**config.mk**
```make
export PLATFORM = sky130hd
export DESIGN_NAME = regfile_mp_scoreboard
export DESIGN_NICKNAME = d
export VERILOG_FILES = /design/src/rtl/regfile_mp_scoreboard.sv
export SDC_FILE = /design/constraint.sdc
export NUM_CORES = 2
export LEC_CHECK = 0
export ABC_AREA = 1
export BUFFER_PORTS_ARGS = -buffer_cell sky130_fd_sc_hd__buf_2
export CORE_ASPECT_RATIO = 0.9
export CORE_MARGIN = 8
export CORE_UTILIZATION = 25
export CTS_CLUSTER_SIZE = 16
export DETAILED_ROUTE_END_ITERATION = 6
export PLACE_DENSITY = 0.43
export SYNTH_ARGS = -nofsm -noshare
export SYNTH_HDL_FRONTEND = slang
export SYNTH_SLANG_ARGS = --single-unit
```
**constraint.sdc**
```tcl
create_clock -name clk -period 58.1 [get_ports clk]
set_input_delay 8.715 -clock clk [delete_from_list [all_inputs] [get_ports clk]]
set_output_delay 8.715 -clock clk [all_outputs]
set_load 0.01 [all_outputs]
```
**src/rtl/regfile_mp_scoreboard.sv**
```systemverilog
// Multi-port integer register file with NRD combinational read ports, two write-back
// ports (port 1 has priority), optional write-to-read forwarding and a per-register pending scoreboard.
module regfile_mp_scoreboard #(
  parameter int XLEN   = 32,
  parameter int NREGS  = 32,
  parameter int NRD    = 2,
  parameter int BYPASS = 1,
  localparam int AW    = $clog2(NREGS)
) (
  input  logic                clk,
  input  logic                reset,
  input  logic [NRD*AW-1:0]   ra,
  output logic [NRD*XLEN-1:0] rd,
  output logic [NRD-1:0]      rbusy,
  input  logic                we0,
  input  logic [AW-1:0]       wa0,
  input  logic [XLEN-1:0]     wd0,
  input  logic                we1,
  input  logic [AW-1:0]       wa1,
  input  logic [XLEN-1:0]     wd1,
  input  logic                issue_valid,
  input  logic [AW-1:0]       issue_rd,
  output logic [AW:0]         pend_cnt
);

  localparam bit FULL = (NREGS == (1 << AW));

  logic [XLEN-1:0] regs [NREGS];
  logic [NREGS-1:0] pend;
  logic w0_hit, w1_hit, iss_hit;

  // Addresses beyond NREGS exist only when NREGS is not a power of two.
  function automatic logic in_range(input logic [AW-1:0] a);
    return FULL || (int'(a) < NREGS);
  endfunction

  assign w0_hit  = we0 && (wa0 != '0) && in_range(wa0);
  assign w1_hit  = we1 && (wa1 != '0) && in_range(wa1);
  assign iss_hit = issue_valid && (issue_rd != '0) && in_range(issue_rd);

  always_ff @(posedge clk or posedge reset) begin
    if (reset) begin
      for (int r = 0; r < NREGS; r++) regs[r] <= '0;
      pend <= '0;
    end else begin
      if (w0_hit) regs[wa0] <= wd0;
      if (w1_hit) regs[wa1] <= wd1;
      // A new issue marks a newer producer, so set beats a same-cycle clear.
      for (int r = 1; r < NREGS; r++) begin
        if (iss_hit && (issue_rd == AW'(r)))
          pend[r] <= 1'b1;
        else if ((w0_hit && (wa0 == AW'(r))) || (w1_hit && (wa1 == AW'(r))))
          pend[r] <= 1'b0;
      end
    end
  end

  for (genvar i = 0; i < NRD; i++) begin : g_rport
    logic [AW-1:0]   a;
    logic            hit0, hit1, busy;
    logic [XLEN-1:0] stored, data;

    assign a      = ra[i*AW +: AW];
    assign hit0   = w0_hit && (wa0 == a);
    assign hit1   = w1_hit && (wa1 == a);
    assign stored = ((a != '0) && in_range(a)) ? regs[a] : '0;

    always_comb begin
      data = stored;
      busy = in_range(a) && pend[a];
      if (BYPASS != 0) begin
        if (hit1)      data = wd1;
        else if (hit0) data = wd0;
        if (hit0 || hit1) busy = 1'b0;
      end
      if (reset) begin
        data = '0;
        busy = 1'b0;
      end
    end

    assign rd[i*XLEN +: XLEN] = data;
    assign rbusy[i]           = busy;
  end

  always_comb begin
    pend_cnt = '0;
    for (int r = 0; r < NREGS; r++) pend_cnt = pend_cnt + (AW+1)'(pend[r]);
  end

endmodule

```
==> results.md <==
Power and ir drop:
- Dividing total power by cell area gives a power density of 37.9 mW/mm^2.
- The largest voltage drop on the vdd net is 0.104 mV.
- The leakage power is 0.0349 uW.
- The design draws 3020 uW.

Synthesis:
- The mean cell area of the mapped netlist is 6.67 um^2.
- The synthesized net count is 10907.
- Synthesis instantiated 42 different standard cells from the library.
- The number of warnings printed during yosys synthesis is 1.
- In this run the cell area of the synthesized design comes to 0.0719 mm^2.
- For this run, asynchronously set or reset flops after synthesis account for 1.00.
- In the synthesized netlist the dominant register cell turns out to be dfrtp_1.
- The count of state elements after synthesis is 1055.
- The sequential fraction of the synthesis area is 0.367.
- Counting every instance in the synthesized netlist gives 10782.
- Yosys mapped a number of flops with a built-in enable equal to 0.

Timing:
- Setup repair after global routing left no endpoint under its margin.
- Setup total negative slack on the finished layout was measured at 0 ps.
- For the final database, setup skew stands at 0 ps.
- The final hold slack is 376 ps.
- Static timing analysis puts the maximum clock frequency at 0.0445 GHz.
- Once routing completed, OpenROAD measured the worst setup slack at 35610 ps.
- The final-report max-slew violation count is 0.
- At the pin with the least slew margin, the transition time is 1460 ps.
- The normalized max-slew margin is 0.0261.
- The number of endpoints failing setup at the final stage is 0.
- The worst path needs 22490 ps of the cycle, external delays included.
- The total count of hold-check failures in the final report is 0.
- The final period utilization is 0.387.

Critical path:
- STA classifies the critical path endpoint as a primary output.
- The arrival time of the worst setup path is 13770 ps.
- The highest net fanout along the worst path is 64.
- The kind of start point of the critical path is an input pin.
- The critical path start-end classification is input pin to primary output.
- The depth of the most critical reg-to-reg path is 4.
- Data on the critical path is required at its endpoint by 49390 ps.

Placement:
- After legalization and detailed placement, the total HPWL measured 285000 um.
- The final RePlAce weighted congestion is 0.948.
- The count of input and output buffers is 165.
- The pre-CTS setup slack is 35910 ps.

Floorplanning:
- The floorplan step set the die height to 525 um.
- The floorplan die area is 0.305 mm^2.
- The effective utilization at floorplan is 0.252.
- 166 I/O pins were placed.
- In this run the horizontal extent of the chip is 581 um.
- In this run the core area contains 186 standard-cell rows.
- After floorplanning, the core was sized to cover 0.286 mm^2.

Finish:
- The area used by sequential logic in the layout is 0.0264 mm^2.
- The number of filler cells placed in the layout is 31411.
- The net count of the finished layout is 10364.
- From synthesis to final layout, the design area changed by 11.0%.
- The multi-input combinational cells in the finished layout cover a total of 0.0371 mm^2.
- The fraction of final layout cells sized beyond drive strength 1 is 0.0851.

Clock network:
- The TritonCTS clock tree is built.
- Clock-pin slew was measured on the worst setup and hold paths at 50 ps.
- The clock net in this run drives a total of 1055 sinks.
- After clock tree synthesis, the flow added hold-fix buffers numbering 0.
- The H-tree was split into 4 levels.
- The source-to-sink clock delay at the later pin of the worst-skew pair is 780 ps.
- The clock root buffer is clkbuf_16.
- The maximum buffer depth of the clock tree is 4.
- Post-CTS timing repair inserted 0 buffers for setup.
- Once the clock tree was built, the resizer swapped 0 gates to a different size.
- The number of buffers created by CTS is 140.

Outcome:
- The final reports fail on design-rule violations.
- The run finished, with violations left.

Routing:
- Dividing the detail-routed wire length by the instance count gives 33.1 um.
- For this block, the via count after detailed routing is 83510.
- The total wire length is 468000 um.
- After detailed routing, the number of vias per cell comes to 5.92.
- The detailed router's first-iteration violation count is 13193.
- The count of nets left with antenna violations after detail routing is 0.
- After detailed routing, the number of remaining DRC violations is 13.
- The first TritonRoute pass finished after 7 iterations.

Global route:
- The total global routing track utilization is 0.291.
- The initial antenna violation count is 72.
- The wire length of the first global-routing pass is 638000 um.
- The pin count of the biggest net entering global routing is 199.
- The via count of the first global-routing pass is 76311.
- The leftover overflow at the end of global routing is 0.

Worst hold path:
- The worst hold path class is register to register.
- The worst hold path passes through 0 cells.

Job:
- The total of max-cap violations is 0.
-- critical path, stage by stage --
cell and delay, ps:
buf_8 210, inv_8 430, buf_4 840, buf_4 670, buf_4 720, o211ai_1 190, nand3_1 110, nand3_1 140
nand3_1 120, nand3_1 230, a21oi_1 670, buf_2 270
-- flip-flops by register name, summed over array words and instances (netlist names) --
name / flops
regs: 1024
pend: 31
-- logic make-up (layout without fill, tap and decap cells) --
logic type      count (synthesis)  in the layout  synth area share
simple gates                 4083           4083             0.249
xor+xnor                       14             14           0.00171
fa+ha+maj                      31             31           0.00780
buf+inv                      2221           1767             0.121
flops                        1055           1055             0.367
other cells                     0             23                 0
compound gates               3378           3378             0.253
-- cells in the mapped netlist, types with 230 or more instances --
cell / instances / area share
nor2_1: 303 / 0.016
inv_1: 1065 / 0.056
o211ai_1: 251 / 0.026
dfrtp_1: 1055 / 0.37
nand2_1: 1929 / 0.10
nand3_1: 1314 / 0.091
buf_2: 230 / 0.016
a21oi_1: 1079 / 0.075
nor3_1: 365 / 0.025
clkbuf_1: 763 / 0.040
o21ai_0: 1511 / 0.11
o22ai_1: 364 / 0.032
-- layer usage --
| layer | vias up | global-route usage | wire [um] | share of wire |
|---|---|---|---|---|
| li1 | 35207 | - | - | - |
| met1 | 40710 | 0.381 | 183000 | 0.39 |
| met2 | 6219 | 0.408 | 187000 | 0.40 |
| met3 | 1338 | 0.0895 | 60200 | 0.13 |
| met4 | 36 | 0.193 | 36400 | 0.078 |
| met5 | - | 0 | 246 | 0.00053 |
-- area by class of cell --
type                    count  area share
well taps                3760      0.0590
flip-flops and latches   1055       0.331
diodes                     23    0.000721
repair buffers            431      0.0375
clock inverters            22     0.00232
inverters                1105      0.0526
multi-input cells        7506       0.465
clock buffers             209      0.0520
-- cell usage in the layout, fill, tap and decap left out, drive strengths merged, types with 209 or more instances in the layout --
cell type | netlist | final
o21ai | 1629 | 1629
nor3 | 367 | 367
o211ai | 251 | 251
nand3 | 1315 | 1315
a21oi | 1080 | 1080
nand2 | 1934 | 1934
dfrtp | 1055 | 1055
buf | 353 | 431
nor2 | 332 | 332
inv | 1084 | 1088
o22ai | 364 | 364
clkbuf | 763 | 209
-- final timing paths --
check	from	to	slack, ps
hold reg to reg	regs[1018]	regs[1018]	380
min in group asynchronous	reset	regs[698]	8120
hold / removal	regs[1018]	regs[1018]	380
setup / recovery	ra[6]	rd[56]	35610
max in group asynchronous	reset	regs[24]	46310
setup reg to reg	regs[123]	regs[123]	57020
-- power by group --
group          switching, uW  total [uW]  internal [uW]
clock network            378         877            499
logic                    713        1100            385
registers                119        1050            928
total                   1210        3020           1810
-- stage by stage --
stage | cell area [um^2] | util | instances
finish | 79800 | 0.279 | 14111
detailed placement | 75400 | 0.264 | 13857
global placement | 75400 | 0.264 | 13857
floorplan | 71900 | - | 10782
CTS | 79700 | 0.279 | 14088
global route | 79800 | 0.279 | 14099
(Power assumes the default switching activity.)
